===== config.mk =====
export PLATFORM = sky130hd
export DESIGN_NAME = rec_fn_from_fn_pipe
export DESIGN_NICKNAME = d
export VERILOG_FILES = /design/src/rtl/fp_recode_pkg.sv /design/src/rtl/lzc_sat.sv /design/src/rtl/rec_fn_from_fn_pipe.sv
export SDC_FILE = /design/constraint.sdc
export NUM_CORES = 1
export LEC_CHECK = 0
export CAP_MARGIN = 10
export CORE_MARGIN = 2
export CORE_UTILIZATION = 47
export CTS_CLUSTER_DIAMETER = 200
export DETAILED_ROUTE_END_ITERATION = 8
export GPL_TIMING_DRIVEN = 0
export PLACE_DENSITY = 0.72
export SYNTH_ARGS = -nofsm -noshare
export SYNTH_HDL_FRONTEND = slang
export SYNTH_HIERARCHICAL = 1
export SYNTH_SLANG_ARGS = --single-unit

===== constraint.sdc =====
create_clock -name clock -period 5.5 [get_ports clock]
set_input_delay 0.55 -clock clock [delete_from_list [all_inputs] [get_ports clock]]
set_output_delay 0.55 -clock clock [all_outputs]
set_load 0.02 [all_outputs]

===== src/rtl/fp_recode_pkg.sv =====
// Shared constants and helpers for FN -> recFN recoding.
package fp_recode_pkg;
  localparam int EXP_WIDTH_DEF = 11;
  localparam int SIG_WIDTH_DEF = 53;
  localparam int TAG_WIDTH_DEF = 5;

  // Top three recoded exponent bits that mark special classes.
  localparam logic [2:0] REC_ZERO = 3'b000;
  localparam logic [2:0] REC_INF  = 3'b110;
  localparam logic [2:0] REC_NAN  = 3'b111;

  // Recoding bias term: 2^(exp_w-1), i.e. 0x400 for doubles.
  function automatic int rec_bias(input int exp_w);
    return 1 << (exp_w - 1);
  endfunction

  // Class field of the recoded exponent from the raw adjusted exponent top bits.
  function automatic logic [2:0] rec_exp_code(input logic is_zero, input logic is_nan,
                                              input logic [2:0] adj_top);
    if (is_zero) return REC_ZERO;
    if (is_nan)  return REC_NAN;
    return adj_top;
  endfunction
endpackage


===== src/rtl/lzc_sat.sv =====
// Leading-zero counter with an upper saturation value.
module lzc_sat #(
  parameter int W   = 52,
  parameter int SAT = W - 1,
  localparam int CW = $clog2(W)
) (
  input  logic [W-1:0]  vec_i,
  output logic [CW-1:0] cnt_o
);
  // Ascending scan: the highest set bit is written last and wins.
  always_comb begin
    cnt_o = CW'(SAT);
    for (int i = 0; i < W; i++)
      if (vec_i[i] && (W - 1 - i) < SAT) cnt_o = CW'(W - 1 - i);
  end
endmodule


===== src/rtl/rec_fn_from_fn_pipe.sv =====
// Two-stage FN -> recFN converter with valid/ready handshakes, flush and a sideband tag.
module rec_fn_from_fn_pipe
  import fp_recode_pkg::*;
#(
  parameter int EXP_WIDTH = EXP_WIDTH_DEF,
  parameter int SIG_WIDTH = SIG_WIDTH_DEF,
  parameter int TAG_WIDTH = TAG_WIDTH_DEF
) (
  input  logic                           clock,
  input  logic                           reset,
  input  logic                           io_flush,
  input  logic                           io_in_valid,
  output logic                           io_in_ready,
  input  logic [EXP_WIDTH+SIG_WIDTH-1:0] io_in_bits,
  input  logic [TAG_WIDTH-1:0]           io_in_tag,
  output logic                           io_out_valid,
  input  logic                           io_out_ready,
  output logic [EXP_WIDTH+SIG_WIDTH:0]   io_out_bits,
  output logic [TAG_WIDTH-1:0]           io_out_tag
);
  localparam int FW = SIG_WIDTH - 1;
  localparam int XW = EXP_WIDTH + 1;
  localparam int NW = $clog2(FW);
  localparam logic [XW-1:0] BIAS = XW'(rec_bias(EXP_WIDTH));

  typedef struct packed {
    logic                 sign;
    logic [EXP_WIDTH-1:0] exp;
    logic [FW-1:0]        fract;
    logic [NW-1:0]        nd;
    logic [TAG_WIDTH-1:0] tag;
  } s1_t;

  typedef struct packed {
    logic [EXP_WIDTH+SIG_WIDTH:0] bits;
    logic [TAG_WIDTH-1:0]         tag;
  } s2_t;

  logic [2:1]    vld_q, vld_d;
  s1_t           s1_q, s1_d;
  s2_t           s2_q, s2_d;
  logic          s1_adv, in_fire, s2_load;
  logic [NW-1:0] nd_in;

  lzc_sat #(.W(FW), .SAT(FW - 1)) u_lzc (
    .vec_i (io_in_bits[FW-1:0]),
    .cnt_o (nd_in)
  );

  assign s1_adv      = ~vld_q[2] | io_out_ready;
  assign io_in_ready = ~vld_q[1] | s1_adv;
  assign in_fire     = io_in_valid & io_in_ready;
  assign s2_load     = vld_q[1] & s1_adv;

  // Flush overrides everything, including an input accepted this cycle.
  always_comb begin
    vld_d = vld_q;
    if (io_in_ready) vld_d[1] = io_in_valid;
    if (s1_adv)      vld_d[2] = vld_q[1];
    if (io_flush)    vld_d = '0;
  end

  always_ff @(posedge clock or negedge reset) begin
    if (!reset) vld_q <= '0;
    else        vld_q <= vld_d;
  end

  always_ff @(posedge clock) begin
    if (in_fire) s1_q <= s1_d;
    if (s2_load) s2_q <= s2_d;
  end

  assign s1_d = {io_in_bits, nd_in, io_in_tag};

  logic              is_zero_exp, is_zero_fract, is_zero, is_special, is_nan;
  logic [FW-1:0]     sub_fract;
  logic [XW-1:0]     exp_src, adj_exp;
  logic [2:0]        code;

  // Subnormals are normalised so the leading one becomes the hidden bit.
  always_comb begin
    is_zero_exp   = s1_q.exp == '0;
    is_zero_fract = s1_q.fract == '0;
    sub_fract     = FW'({s1_q.fract, 1'b0} << s1_q.nd);
    exp_src       = is_zero_exp ? ~XW'(s1_q.nd) : XW'(s1_q.exp);
    adj_exp       = exp_src + (BIAS | (is_zero_exp ? XW'(2) : XW'(1)));
    is_zero       = is_zero_exp & is_zero_fract;
    is_special    = adj_exp[XW-1 -: 2] == REC_INF[2:1];
    is_nan        = is_special & ~is_zero_fract;
    code          = rec_exp_code(is_zero, is_nan, adj_exp[XW-1 -: 3]);
    s2_d.bits     = {s1_q.sign, code, adj_exp[XW-4:0], is_zero_exp ? sub_fract : s1_q.fract};
    s2_d.tag      = s1_q.tag;
  end

  assign io_out_valid = vld_q[2];
  assign io_out_bits  = s2_q.bits;
  assign io_out_tag   = s2_q.tag;
endmodule

==> results.toml, run 1 <==
[place]
post-dp-hpwl_um = 25200
io_buffers = 145
place.gp.congestion = 1.02
placed_cell_area_sq_mm = 0.0109

[cts]
cts_buffer_depth = 2
post_cts_resize_count = 0
cts_max_level = 4
clock_latency_ns = 0.44
clock_sinks = 147
clockRootBuffer = "clkbuf_16"
holdBufCountCts = 0
post_cts_buffers = 0
cts_buffers = 17
tritoncts = "done"
clk_pin_slew_ns = 0.07

[timing]
setup_viol = 0
max_freq_ghz = 0.206
max_slew_margin = 0.351
hold_violations = 0
tns_ns = 0
tightest_slew_ns = 0.971
fin_crit_ns = 4.85
fin_skew_ns = 0.00958
fin_hold_ws_ns = 0.273
finalMaxSlewViolations = 0
rsz0062_at_grt = "no"
fin_crit_sh = 0.882

[die]
ioPinCount = 146
start_util = 0.481
chipWidth_um = 143
coreArea_sq_mm = 0.0188
die_h_um = 143
rows = 50
dieArea_sq_mm = 0.0204

[routing]
drt_first_iter_violations = 1149
wl_um = 32800
first_pass_iters = 5
postRouteAntennaNets = 0
vias_per_cell = 6.71
wl_per_cell_um = 27.7
vias = 7956
drc = 0

[pwr]
power.density_mw_per_mm2 = 275
power.leakage_nw = 3.91
report.power.total_mw = 3.16
vdd_drop_max_mv = 0.225

[worst_setup_path]
cpPeakStageDelay_ns = 0.61
rrSetupSlack_ns = 0.65
crit_type = "flop to flop"
critPathLaunchType = "flop"
end_kind = "flop"
ff2ff_path_depth = 14
cp_data_arrival_time_ns = 5.09
crit_slowest_cell = "or4_1"
worstPathCellList = "nor4_4 > and4_2 > buf_6 > clkinv_1 > clkbuf_1 > clkbuf_1 > o21bai_1 > ha_1 > ha_1 > a41oi_1 > or4_1 > buf_2 > or3_1 > a221oi_1"
worstPathMaxFanout = 10
rr_startpoint = "s1_q[72]"
reg2reg_to = "io_out_bits[62]"
critPathRequiredTime_ns = 5.74

[yosys]
synth_seq_cells = 147
synth.cells.most_frequent = "edfxtp_1 (145), nand2_1 (62), nor2_1 (58)"
ys_seq_area_frac = 0.486
yosys.area.top_type_share = 0.481
synth-edff-count = 145
netlist-cell-type-count = 72
synth_most_common_cell = "edfxtp_1"
ys_warn_count = 6
postSynthCellCount = 745
syn_nets = 821
synth_area_sq_mm = 0.00906
netlist_top_cells_area = "edfxtp_1 (48%), mux4_2 (12%), mux2i_1 (5.0%)"
synth_ff_type = "edfxtp_1"
async_flop_share = 0.0136
synth_top_cell_by_area = "edfxtp_1"
synth_area_per_cell_sq_um = 12.2

[global_routing]
antenna_found_initial = 1
grt_max_degree = 76
grt_pass1_vias = 7588
grt_pass1_wl_um = 48500
grt_use_total = 0.329
gr-total-overflow = 0

[cells_and_area]
syn2layout_area_growth_pct = 26.7
nets = 986
drive_gt1_frac = 0.150
nFillCells = 1574
final_area_sq_mm = 0.0115

[run]
max_cap_viol_count = 0

[status]
status = "finished, final reports clean"

[min_path]
hold_path.class = "input port to async pin"
routing by layer:
| layer | part of all wire | global-route usage | vias to the layer above | routed length [um] |
|---|---|---|---|---|
| met5 | 0 | 0 | - | 0 |
| met4 | 0.047 | 0.159 | 0 | 1540 |
| met3 | 0.11 | 0.0795 | 102 | 3690 |
| met2 | 0.43 | 0.470 | 612 | 14300 |
| met1 | 0.41 | 0.471 | 3861 | 13300 |
| li1 | - | - | 3381 | - |
power breakdown:
part / total [mW] / internal [mW] / switching, mW
clock: 1.17 / 0.616 / 0.556
sequential: 1.37 / 1.30 / 0.0678
combinational: 0.616 / 0.271 / 0.345
cell usage in the layout (no fill, tap or decap), types with 5 or more instances in the layout:
master           Yosys  final
nand2_1             62     62
edfxtp_1           145    145
clkdlybuf4s50_1      0    145
nor2_1              58     58
nor4_1              22     22
nand4_1              6      6
o21ai_0             42     42
o31ai_1              9      9
mux4_2              50     50
o22ai_1              7      7
a21o_1               7      7
inv_1               14     14
mux2i_1             45     45
or3_1                5      5
mux2_2              26     26
a41oi_1              5      5
nor3_1              15     15
a31oi_1              7      7
a21oi_1             28     28
a2111oi_0            5      5
buf_2                7      7
nand3_1             17     17
clkbuf_16            0     17
clkinv_8             0      5
or4_1                5      5
inv_8                0      5
a22o_1               8      8
clkbuf_1            31     31
o211ai_1            10     10
nand2b_1             6      6
nor2b_1              8      7
through the flow:
step / utilization / worst slack (ns) / cells
after floorplan: - / 1.24 / 745
after global placement: 0.575 / -0.293 / 1150
after detailed placement: 0.577 / 0.738 / 1151
after CTS: 0.609 / 0.713 / 1183
after global routing: 0.609 / 0.444 / 1183
final: 0.609 / 0.651 / 1185
worst max path at each step:
| stage | cells past startpoint | slack [ns] | to | start |
|---|---|---|---|---|
| after detailed placement | 14 | 0.74 | io_out_bits[62] | s1_q[72] |
| after CTS | 14 | 0.71 | io_out_bits[62] | s1_q[72] |
| final | 14 | 0.65 | io_out_bits[62] | s1_q[72] |
| after floorplan | 2 | 1.24 | io_out_bits[0] | vld_q[2] |
| after global routing | 14 | 0.44 | io_out_bits[62] | s1_q[69] |
| after global placement | 3 | -0.29 | io_out_bits[29] | io_out_ready |
registers in the layout, summed over array words and instances (netlist names):
signal and count:
io_out_bits 65, vld_q 2, io_out_tag 5, s1_q 75
cell type report:
type,instances,area [sq um],share of cell area
tap,260,325,0.0283
antenna,2,5.00,0.000436
sequential,147,4400,0.384
buffer,46,225,0.0196
multi-input combinational,536,4380,0.381
clock inverter,15,181,0.0158
timing repair buffer,146,1470,0.128
inverter,16,60.1,0.00523
clock buffer,17,425,0.0371
logic make-up (layout without fill, tap and decap cells):
| group | Yosys count | after routing | synth area share |
|---|---|---|---|
| adder cells (fa/ha/maj) | 2 | 2 | 0.00276 |
| other | 0 | 2 | 0 |
| flip-flops | 147 | 147 | 0.486 |
| AO/OA/AOI/OAI | 187 | 187 | 0.145 |
| XOR/XNOR | 3 | 3 | 0.00290 |
| buffers and inverters | 62 | 240 | 0.0315 |
| multiplexers | 121 | 121 | 0.206 |
| AND/OR/NAND/NOR | 223 | 223 | 0.125 |
worst max-delay path, delay by kind of cell, from the launching register on:
family / cells / cell delay [ns]
AOI/OAI and AO/OA: 3 / 0.68
adders and majority gates: 2 / 0.42
buffers and inverters: 5 / 1.26
DFF: 1 / 0.49
and+or+nand+nor: 4 / 1.80
Power figures use the tool's default switching activity.
==> run 2: changes to the inputs <==
ABC_AREA = 1   (was unset)
==> run 2 against run 1 <==
Net effect: clock power grew 4%; synthesized area decreased by 0.48%; utilization fell by 0.057 points; sequential power is 3% lower; hold slack is essentially flat; global-route usage down 1.8 points; die area fell by 0.47%; critical path type is now input port to flop; critical endpoint is now s1_q[5].
==> results.toml, run 2 <==
[yosys]
synth_top_cell_by_area = "edfxtp_1"
synth.cells.most_frequent = "nand2_1 (357), edfxtp_1 (145), inv_1 (119)"
netlist-cell-type-count = 41
synth_area_sq_mm = 0.00901
synth-edff-count = 145
ys_warn_count = 6
synth_most_common_cell = "nand2_1"
postSynthCellCount = 1122
synth_area_per_cell_sq_um = 8.03
yosys.area.top_type_share = 0.483
synth_ff_type = "edfxtp_1"
async_flop_share = 0.0136
synth_seq_cells = 147
ys_seq_area_frac = 0.489
syn_nets = 1198
netlist_top_cells_area = "edfxtp_1 (48%), nand2_1 (15%), nand3_1 (5.1%)"

[pwr]
vdd_drop_max_mv = 0.225
power.density_mw_per_mm2 = 277
power.leakage_nw = 4.75
switching_share = 0.288
p_switching_mw = 0.912
clock_power_share = 0.386
report.power.total_mw = 3.16
internal_power_mw = 2.25
seq_power_share = 0.421
combPwrFrac = 0.193

[cells_and_area]
final_cell_mix = "nand2_1 (357), clkdlybuf4s50_1 (145), edfxtp_1 (145)"
nFillCells = 1700
multi_input_area_sq_mm = 0.00380
top_register = "s1_q"
syn2layout_area_growth_pct = 26.8
seq_area_sq_mm = 0.00440
final_area_sq_mm = 0.0114
largest_register_ffs = 75
final_util = 0.609
drive_gt1_frac = 0.0669
stdcell_count = 1535
mostFrequentLayoutCell = "nand2_1"
nets = 1364
antenna_cells = 0

[place]
post-dp-hpwl_um = 25300
place.gp.congestion = 1.03
placed_cell_area_sq_mm = 0.0108
pre_cts_slack_ns = 1.77
io_buffers = 145
dp.cells = 1503

[timing]
setup_viol = 0
fin_crit_sh = 0.591
tightest_slew_ns = 0.910
fin_hold_ws_ns = 0.274
fin_skew_ns = 0.0107
finalMaxSlewViolations = 0
hold_violations = 0
tns_ns = 0
fin_ws_ns = 2.25
max_freq_ghz = 0.308
max_slew_margin = 0.394
fin_crit_ns = 3.25
rsz0062_at_grt = "no"

[global_routing]
grt_max_degree = 76
antenna_found_initial = 0
grt_pass1_wl_um = 45800
grt_use_total = 0.311
grt_pass1_vias = 8055
gr-total-overflow = 0

[cts]
cts_max_level = 4
clock_latency_ns = 0.44
clockRootBuffer = "clkbuf_16"
clk_pin_slew_ns = 0.06
holdBufCountCts = 0
cts_buffer_depth = 2
post_cts_resize_count = 0
clock_sinks = 147
tritoncts = "done"
post_cts_buffers = 0
cts_buffers = 17

[worst_setup_path]
critPathRequiredTime_ns = 5.69
critPathLaunchType = "input port"
rr_startpoint = "s1_q[68]"
end_kind = "flop"
crit_path_frequent_cell = "nand2_1"
crit_slowest_cell = "clkdlybuf4s50_1"
crit_type = "input port to flop"
reg2reg_to = "io_out_bits[61]"
ff2ff_path_depth = 18
cp_data_arrival_time_ns = 3.44
cpPeakStageDelay_ns = 0.51
rrSetupSlack_ns = 2.51
worstPathMaxFanout = 3

[routing]
drt_first_iter_violations = 877
vias_per_cell = 5.62
wl_per_cell_um = 20.4
first_pass_iters = 8
drc = 0
vias = 8627
wl_um = 31400
postRouteAntennaNets = 0

[die]
start_util = 0.480
dieArea_sq_mm = 0.0203
die_h_um = 142
ioPinCount = 146
rows = 50
coreArea_sq_mm = 0.0188
chipWidth_um = 142

[status]
status = "finished, final reports clean"

[run]
max_cap_viol_count = 0

[min_path]
hold_path.class = "input port to async pin"
==> run 2: cell types whose count changed after synthesis, sizes merged, moves of 24 or more <==
cell and delta:
nand3 +75, inv +115, nand2 +297, o21ai +93
mux2 -26, mux4 -50, buf +24
==> run 2: worst max-delay path by stage <==
| stage | startpoint | end | slack [ns] | cells past startpoint |
|---|---|---|---|---|
| 2_1_floorplan | io_out_ready | io_out_bits[0] | 0.99 | 2 |
| 3_3_place_gp | io_out_ready | io_out_bits[0] | -0.71 | 3 |
| 3_5_place_dp | io_in_bits[3] | s1_q[5] | 1.77 | 50 |
| 4_1_cts | io_in_bits[3] | s1_q[5] | 2.23 | 50 |
| 5_1_grt | io_in_bits[2] | s1_q[5] | 1.66 | 51 |
| 6_report | io_in_bits[3] | s1_q[5] | 2.25 | 50 |
==> run 2: power by group through the flow <==
stage / Sequential, mW / Clock [mW] / Combinational (mW)
finish: 1.33 / 1.22 / 0.610
global route: 1.34 / 1.28 / 0.652
CTS: 1.33 / 1.23 / 0.592
detailed placement: 1.36 / 0 / 0.588
global placement: 1.36 / 0 / 0.581
floorplan: 1.38 / 0 / 0.306
==> run 2: metal layers <==
layer | global-route usage | vias to the layer above | share of wire | wire length [um]
met4 | 0.134 | 0 | 0.035 | 1090
met1 | 0.449 | 3997 | 0.45 | 14100
li1 | - | 4105 | - | -
met3 | 0.0643 | 56 | 0.089 | 2790
met5 | 0 | - | 0 | 0
met2 | 0.451 | 469 | 0.43 | 13400
==> run 2: cells by family after synthesis <==
kind of cell               Yosys count  share of synthesized area
AOI/OAI and AO/OA                  199                      0.122
xor gates and xnor gates             8                    0.00777
adders and majority gates            2                    0.00278
buffers and inverters              192                     0.0908
DFF                                147                      0.489
muxes                               31                     0.0344
and+or+nand+nor                    543                      0.254
==> run 2: critical path, delay by kind of cell <==
| family | cells | cell delay, ns |
|---|---|---|
| AO/OA/AOI/OAI | 1 | 0.05 |
| buffers and inverters | 2 | 0.54 |
| AND/OR/NAND/NOR | 47 | 2.28 |
==> run 2: final cells by class <==
| type | instances | share of cell area |
|---|---|---|
| flip-flops and latches | 147 | 0.385 |
| clock inverters | 13 | 0.0151 |
| plain buffers | 60 | 0.0258 |
| repair buffers | 147 | 0.131 |
| multi-input cells | 783 | 0.333 |
| inverters | 132 | 0.0460 |
| clock buffers | 19 | 0.0388 |
| well taps | 234 | 0.0256 |
